===== src/rtl/uart_pkg.sv =====
// uart_pkg
//   Shared types for the UART TX path: the packet arbiter FSM state encoding
//   and the width/type of its inter-packet gap counter.
package uart_pkg;

  // Gap counter width; caps the inter-packet gap at 255 idle cycles.
  localparam int unsigned GAP_CNT_W = 8;
  typedef logic [GAP_CNT_W-1:0] gap_cnt_t;

  // Largest requester count the arbiter is built for.
  localparam int unsigned MAX_REQ = 4;

  typedef enum logic [1:0] {
    ST_IDLE = 2'd0,  // no owner, waiting for any requester
    ST_XFER = 2'd1,  // owner granted, bytes flow until tlast is accepted
    ST_GAP  = 2'd2   // enforced idle cycles after a packet
  } arb_state_e;

endpackage


===== src/rtl/rr_select.sv =====
// rr_select
//   Combinational round-robin picker. Searches the request vector starting
//   one position after ptr_i, wrapping around, and returns the first active
//   requester as a one-hot vector (all-zero when nothing is requesting).
// Ports:
//   req_i  - request vector, one bit per requester
//   ptr_i  - index of the previous winner
//   gnt_o  - one-hot winner
module rr_select
  import uart_pkg::*;
#(
  parameter int unsigned NUM_REQ = 2,
  parameter int unsigned PTR_W   = 1
) (
  input  logic [NUM_REQ-1:0] req_i,
  input  logic [PTR_W-1:0]   ptr_i,
  output logic [NUM_REQ-1:0] gnt_o
);

  int unsigned cand;
  logic        found;

  // Offsets 1..NUM_REQ from the pointer; the last offset revisits the
  // previous winner so a lone requester can win again.
  always_comb begin
    gnt_o = '0;
    found = 1'b0;
    cand  = 0;
    for (int unsigned ofs = 1; ofs <= NUM_REQ; ofs++) begin
      cand = (32'(ptr_i) + ofs) % NUM_REQ;
      for (int unsigned j = 0; j < NUM_REQ; j++) begin
        if (!found && req_i[j] && (j == cand)) begin
          gnt_o[j] = 1'b1;
          found    = 1'b1;
        end
      end
    end
  end

endmodule


===== src/rtl/tx_packet_arbiter.sv =====
// tx_packet_arbiter
//   Packet-level round-robin arbiter feeding a single UART TX byte stream.
//   A requester is granted for a whole packet (until its tlast byte is
//   accepted); optionally a fixed number of idle cycles follows each packet.
//   No data is stored: the granted requester's stream is muxed straight
//   through to the output and the sink's ready is routed straight back.
// Ports:
//   clk_i, rst_i      - clock (rising edge), asynchronous active-low reset
//   req_tdata_i       - packed requester bytes, requester k at [k*DW +: DW]
//   req_tvalid_i      - per-requester byte valid
//   req_tlast_i       - per-requester last byte of packet
//   req_tready_o      - per-requester byte accepted (owner only)
//   m_tdata_o/_tvalid_o/_tlast_o - byte stream to UART TX
//   m_tready_i        - UART TX ready
//   grant_o           - one-hot current owner, zero when none
//   busy_o            - high while transferring or in the post-packet gap
module tx_packet_arbiter
  import uart_pkg::*;
#(
  parameter int unsigned NUM_REQ    = 2,
  parameter int unsigned DATA_WIDTH = 8,
  parameter int unsigned GAP_CYCLES = 0
) (
  input  logic                          clk_i,
  input  logic                          rst_i,
  input  logic [NUM_REQ*DATA_WIDTH-1:0] req_tdata_i,
  input  logic [NUM_REQ-1:0]            req_tvalid_i,
  input  logic [NUM_REQ-1:0]            req_tlast_i,
  output logic [NUM_REQ-1:0]            req_tready_o,
  output logic [DATA_WIDTH-1:0]         m_tdata_o,
  output logic                          m_tvalid_o,
  output logic                          m_tlast_o,
  input  logic                          m_tready_i,
  output logic [NUM_REQ-1:0]            grant_o,
  output logic                          busy_o
);

  localparam int unsigned      PTR_W    = (NUM_REQ > 1) ? $clog2(NUM_REQ) : 1;
  localparam logic [PTR_W-1:0] PTR_RST  = PTR_W'(NUM_REQ - 1);
  localparam gap_cnt_t         GAP_LOAD = gap_cnt_t'(GAP_CYCLES);

  arb_state_e         state_q;
  logic [NUM_REQ-1:0] grant_q;
  logic [NUM_REQ-1:0] grant_d;
  logic [PTR_W-1:0]   ptr_q;
  logic [PTR_W-1:0]   ptr_d;
  gap_cnt_t           gap_cnt_q;
  logic               pkt_end;

  rr_select #(
    .NUM_REQ (NUM_REQ),
    .PTR_W   (PTR_W)
  ) u_rr_select (
    .req_i (req_tvalid_i),
    .ptr_i (ptr_q),
    .gnt_o (grant_d)
  );

  // One-hot winner to index, for the round-robin pointer.
  always_comb begin
    ptr_d = '0;
    for (int unsigned j = 0; j < NUM_REQ; j++) begin
      if (grant_d[j]) ptr_d = PTR_W'(j);
    end
  end

  // grant_q is only non-zero in XFER, so the mux alone gives zero outputs
  // in IDLE, GAP and reset; tvalid never sees m_tready_i.
  always_comb begin
    m_tdata_o  = '0;
    m_tvalid_o = 1'b0;
    m_tlast_o  = 1'b0;
    for (int unsigned j = 0; j < NUM_REQ; j++) begin
      if (grant_q[j]) begin
        m_tdata_o  = m_tdata_o | req_tdata_i[j*DATA_WIDTH +: DATA_WIDTH];
        m_tvalid_o = m_tvalid_o | req_tvalid_i[j];
        m_tlast_o  = m_tlast_o | req_tlast_i[j];
      end
    end
  end

  assign req_tready_o = grant_q & {NUM_REQ{m_tready_i}};
  assign grant_o      = grant_q;
  assign busy_o       = (state_q != ST_IDLE);
  assign pkt_end      = (state_q == ST_XFER) && m_tvalid_o && m_tready_i && m_tlast_o;

  always_ff @(posedge clk_i or negedge rst_i) begin
    if (!rst_i) begin
      state_q   <= ST_IDLE;
      grant_q   <= '0;
      ptr_q     <= PTR_RST;
      gap_cnt_q <= '0;
    end else begin
      unique case (state_q)
        ST_IDLE: begin
          if (|req_tvalid_i) begin
            state_q <= ST_XFER;
            grant_q <= grant_d;
            ptr_q   <= ptr_d;
          end
        end
        ST_XFER: begin
          if (pkt_end) begin
            grant_q <= '0;
            if (GAP_CYCLES > 0) begin
              state_q   <= ST_GAP;
              gap_cnt_q <= GAP_LOAD;
            end else begin
              state_q <= ST_IDLE;
            end
          end
        end
        ST_GAP: begin
          // Loaded with GAP_CYCLES; leaving at 1 yields exactly that many
          // GAP cycles and parks the counter at zero.
          gap_cnt_q <= gap_cnt_q - gap_cnt_t'(1);
          if (gap_cnt_q == gap_cnt_t'(1)) state_q <= ST_IDLE;
        end
        default: begin
          state_q <= ST_IDLE;
          grant_q <= '0;
        end
      endcase
    end
  end

endmodule


===== config.mk =====
export PLATFORM = sky130hd
export DESIGN_NAME = tx_packet_arbiter
export DESIGN_NICKNAME = d
export VERILOG_FILES = /design/src/rtl/uart_pkg.sv /design/src/rtl/rr_select.sv /design/src/rtl/tx_packet_arbiter.sv
export SDC_FILE = /design/constraint.sdc
export NUM_CORES = 1
export LEC_CHECK = 0
export CAP_MARGIN = 30
export CORE_AREA = 2 2 39 41
export DETAILED_ROUTE_END_ITERATION = 10
export DIE_AREA = 0 0 41 43
export PLACE_DENSITY = 0.74
export REMOVE_ABC_BUFFERS = 1
export SLEW_MARGIN = 0
export SYNTH_ARGS = -nofsm -noshare
export SYNTH_HDL_FRONTEND = slang
export SYNTH_SLANG_ARGS = --single-unit

===== constraint.sdc =====
create_clock -name clk_i -period 2 [get_ports clk_i]
set_clock_uncertainty 0.15 [all_clocks]
set_input_delay 0.4 -clock clk_i [delete_from_list [all_inputs] [get_ports clk_i]]
set_output_delay 0.4 -clock clk_i [all_outputs]
set_load 0.1 [all_outputs]

==> results.ini, run 1 <==
[global_routing]
antenna_found_initial=0
grt_usage=0.154
first_global_vias=466
grt_max_degree=16
grt_pass1_wl_um=1810
grt_overflow=0

[logic_synthesis]
yosysUniqueCellTypes=18
postSynthCellCount=35
synth_seq_cells=4
synth.yosys.seq_area_share=0.315
yosysTopAreaCellShare=0.245
synth_top_area_cell=a22o_1
syn_avg_cell_area_um2=9.19
ys_warn_count=0
synth_area_um2=322
synthTopCellsByArea=a22o_1 25%, dfrtp_1 23%, dfstp_2 8.2%

[cells_and_area]
nNetsFinal=102
seqCellArea_um2=101
drive_gt1_frac=0.333
final_common_cell=clkdlybuf4s50_1
finish.utilization=0.656
fin_cells=94
syn2layout_area_growth_pct=182
fillerInstances=107
multi_input_area_um2=210
layout_common_cells=22 x clkdlybuf4s50_1, 15 x buf_12, 9 x a22o_1
antenna_cells=0

[route]
route.final.wire_length_um=1220
dr.pass1.iters=4
dr_total_vias=465
wire_per_inst_um=13.0
drt_iter0_markers=7
drc=0
viasPerCell=4.95
ant_nets=0

[floorplanning]
io_pins=38
core_area_um2=1380
die_y_um=43
rows=14
die_w_um=41
dieArea_um2=1760
initial_core_util=0.232

[cts]
cts_tree=done
numCtsBuffers=3
htreeDepth=1
clock_sinks=4
post_cts_resize_count=0
clkTransAtPathRegs_ns=0.04
hold_buffers=0
cts_root_buf=clkbuf_4
clock_latency_ns=0.24
post-cts-setup-buffers=0
ctsLongestPathBuffers=2

[hold_path]
min_path_type=primary input to async pin

[setup_path]
path_class=flip-flop to output port
max_stage_delay_ns=0.64
crit_buf_inv=1
cp-start-kind=flip-flop
crit_family=flip-flops
cp.required_ns=1.45
cp_cell_sequence=a22o_1 > buf_12
end_kind=output port
worstPathArrival_ns=1.35
path_max_fanout=15
critPathSlowestCell=dfrtp_1

[timing]
setup_viol=0
maxSlewViolCount=0
grt_setup_unrepaired=false
layout_setup_ws_ns=0.0965
finalCriticalPeriod_ns=1.90
tightest_slew_ns=0.497
hold_viol=0
tns_ns=0
slew_headroom=0.669
fin_crit_sh=0.952
fmaxAchievable_mhz=525

[placement]
gp_routability_congestion=0.729
pre_cts_ws_ns=0.133
place_inst=90
io_buffers=37

[status]
outcome=complete, no violations

[run]
cap_violations=0

## layer usage
layer / up-vias / part of all wire / global-route usage
met5: - / 0 / 0
met4: 0 / 0.011 / 0.0867
met2: 38 / 0.42 / 0.228
met1: 203 / 0.36 / 0.142
met3: 2 / 0.21 / 0.120
li1: 222 / - / -
## cell type report
class | instances | share of cell area
repair buffers | 41 | 0.606
multi-input cells | 29 | 0.231
flip-flops and latches | 4 | 0.112
clock buffers | 4 | 0.0289
well taps | 16 | 0.0220
## worst register-to-register path, cell delays in order (launching register included)
cell	delay [ns]
dfrtp_1	0.64
nand2_1	0.12
nor2_1	0.12
o211ai_2	0.11
and3_1	0.16
## path summary, 6_finish.rpt
check | slack [ns] | cells after the start | endpoint | from
worst max-delay path | 0.1 | 2 | m_tdata_o[1] | grant_o[0]$_DFFE_PN0P_
worst min-delay path | 0.21 | 1 | state_q[0]$_DFFE_PN0P_ | rst_i
worst max register to register | 0.58 | 4 | grant_o[0]$_DFFE_PN0P_ | grant_o[0]$_DFFE_PN0P_
worst min register to register | 0.38 | 2 | ptr_q$_DFFE_PN1P_ | ptr_q$_DFFE_PN1P_
max in group asynchronous | 1.25 | 1 | ptr_q$_DFFE_PN1P_ | rst_i
min in group clk_i | 0.38 | 2 | ptr_q$_DFFE_PN1P_ | ptr_q$_DFFE_PN1P_
## registers in the layout, indices dropped and copies added (netlist names)
register	flops
ptr_q	1
state_q	1
grant_o	2
## cells in the mapped netlist, drive strengths merged
library cell	instances
o211ai	1
nand2	4
o31a	1
a21boi	1
o21ai	1
a22o	10
a22oi	1
nand2b	2
and2	2
dfrtp	3
dfstp	1
a21o	1
buf	2
nand3	2
nor2	1
and3	1
or2b	1
## kinds of logic after synthesis
group | after synthesis | synth area share
flip-flops | 4 | 0.315
AND/OR/NAND/NOR | 13 | 0.210
buffers and inverters | 2 | 0.0311
AO/OA/AOI/OAI | 16 | 0.444
## per-stage QoR
stage	hold slack [ns]	area, µm²
after CTS	0.209	908
after global routing	0.211	908
after detailed placement	0.357	882
after global placement	0.319	882
after floorplan	-0.0456	312
final	0.212	908
Power of run 1 is not shown: default switching activity piles up to over one toggle a cycle in this logic, so the estimate is an artifact.
==> run 2, diff against run 1 <==
--- a/config.mk
+++ b/config.mk
@@ -9,6 +9,7 @@
 export CORE_AREA = 2 2 39 41
 export DETAILED_ROUTE_END_ITERATION = 10
 export DIE_AREA = 0 0 41 43
+export HOLD_SLACK_MARGIN = 0.03
 export PLACE_DENSITY = 0.74
 export REMOVE_ABC_BUFFERS = 1
 export SLEW_MARGIN = 0
==> constraint.sdc (replaced) <==
create_clock -name clk_i -period 1.9 [get_ports clk_i]
set_clock_uncertainty 0.15 [all_clocks]
set_input_delay 0.38 -clock clk_i [delete_from_list [all_inputs] [get_ports clk_i]]
set_output_delay 0.38 -clock clk_i [all_outputs]
set_load 0.1 [all_outputs]
==> run 2 against run 1 <==
Against the previous run:
- non-clock buffer count grew 1
- routed wire length is 4.8% lower
- critical path depth is 1 higher
- sequential share of layout area about the same
- die area unchanged
- setup slack got worse by 0.0018 ns
- register-to-register slack improved by 0.04 ns
- cell area grew 0.96%
- critical endpoint is now m_tlast_o
- largest cell class unchanged
==> results.ini, run 2 (synthesis results as in run 1) <==
[setup_path]
cp-start-kind=primary input
startpoint=req_tlast_i[1]
worstPathArrival_ns=1.28  ; -0.07 ns
rrSetupSlack_ns=0.62  ; +0.04 ns
path_max_fanout=3  ; -12
regToRegStartpoint=grant_o[0]$_DFFE_PN0P_
reg2regPathDepth=4  ; unchanged
end_kind=output port
cp.required_ns=1.37  ; -0.08 ns
rr_endpoint=grant_o[0]$_DFFE_PN0P_
path_class=primary input to output port
endpoint=m_tlast_o

[cts]
cts_root_buf=clkbuf_4
clock_sinks=4  ; unchanged
post-cts-setup-buffers=0  ; unchanged
cts_tree=done
numCtsBuffers=3  ; unchanged
ctsLongestPathBuffers=2  ; unchanged
clock_latency_ns=0.24  ; about the same
hold_buffers=0  ; unchanged
htreeDepth=1  ; unchanged
clkTransAtPathRegs_ns=0.04  ; about the same
post_cts_resize_count=1  ; +1

[cells_and_area]
syn2layout_area_growth_pct=185
largest_reg_flops=2  ; unchanged
fillerInstances=116  ; +8.4%
antenna_cells=0  ; unchanged
nNetsFinal=103  ; +0.98%
layout_common_cells=22 x clkdlybuf4s50_1, 15 x buf_12, 9 x a22o_1
final_common_cell=clkdlybuf4s50_1
multi_input_area_um2=210  ; unchanged
drive_gt1_frac=0.354  ; +0.0211
seqCellArea_um2=103  ; +1.2%

[floorplanning]
die_w_um=41  ; unchanged
core_area_um2=1380  ; unchanged
io_pins=38  ; unchanged
dieArea_um2=1760  ; unchanged
die_y_um=43  ; unchanged
initial_core_util=0.232  ; unchanged
rows=14  ; unchanged

[route]
route.final.wire_length_um=1160  ; -4.8%
drc=0  ; unchanged
ant_nets=0  ; unchanged
wire_per_inst_um=12.2  ; -5.8%
drt_iter0_markers=6  ; -1
dr.pass1.iters=4  ; unchanged
dr_total_vias=471  ; +1.3%
viasPerCell=4.96  ; +0.22%

[global_routing]
grt_max_degree=16  ; unchanged
antenna_found_initial=0  ; unchanged
first_global_vias=449  ; -3.6%
grt_overflow=0  ; unchanged
grt_pass1_wl_um=1730  ; -4.2%
grt_usage=0.145  ; -0.00875

[placement]
io_buffers=37  ; unchanged
gp_routability_congestion=0.695  ; -4.8%
dp_hpwl_um=931

[hold_path]
min_path_type=primary input to async pin

[run]
cap_violations=0  ; unchanged

[timing]
slew_headroom=0.815  ; +0.146
finalCriticalPeriod_ns=1.81
hold_viol=0  ; unchanged
tightest_slew_ns=0.277  ; -0.220 ns
setup_viol=0  ; unchanged
grt_setup_unrepaired=false
tns_ns=0  ; unchanged
maxSlewViolCount=0  ; unchanged
fin_crit_sh=0.950
fmaxAchievable_mhz=554

[status]
outcome=complete, no violations

-- run 2: changes by cell type in the layout (fill, tap and decap cells not counted), sizes merged --
cell / delta
buf: +1
-- run 2: per-layer routing --
metal	track usage	up-vias	part of all wire
met3	0.0942	2	0.21
li1	-	223	-
met5	0	-	0
met1	0.130	208	0.34
met4	0.0800	0	0.014
met2	0.231	38	0.43
-- run 2: metrics by stage --
stage / worst slack, ns / cells / util / hold slack [ns] / area, µm²
6_report: 0.0947 / 95 / 0.663 / 0.189 / 917
5_1_grt: 0.0552 / 95 / 0.663 / 0.191 / 917
4_1_cts: 0.0860 / 95 / 0.663 / 0.184 / 917
3_5_place_dp: 0.0866 / 91 / 0.643 / 0.341 / 890
3_3_place_gp: 0.110 / 91 / 0.643 / 0.320 / 890
2_1_floorplan: -0.638 / 33 / - / -0.0656 / 312
-- run 2: worst max-delay path, cell delays in order --
cell	delay (ns)
clkdlybuf4s50_1	0.52
a22o_1	0.19
buf_12	0.18
-- run 2: cell type report --
class,instances,area share
Multi-Input combinational cell,29,0.229
Tap cell,16,0.0218
Clock buffer,4,0.0286
Sequential cell,4,0.112
Timing Repair Buffer,42,0.608
-- run 2: worst min-delay path by stage --
stage | startpoint | end | slack [ns] | cells after the start
2_1_floorplan | rst_i | grant_o[0]$_DFFE_PN0P_ | -0.07 | 0
3_3_place_gp | ptr_q$_DFFE_PN1P_ | ptr_q$_DFFE_PN1P_ | 0.32 | 2
3_5_place_dp | ptr_q$_DFFE_PN1P_ | ptr_q$_DFFE_PN1P_ | 0.34 | 2
4_1_cts | rst_i | grant_o[1]$_DFFE_PN0P_ | 0.18 | 1
5_1_grt | rst_i | state_q[0]$_DFFE_PN0P_ | 0.19 | 1
6_report | rst_i | state_q[0]$_DFFE_PN0P_ | 0.19 | 1
Power of run 2 is left out for the same reason.
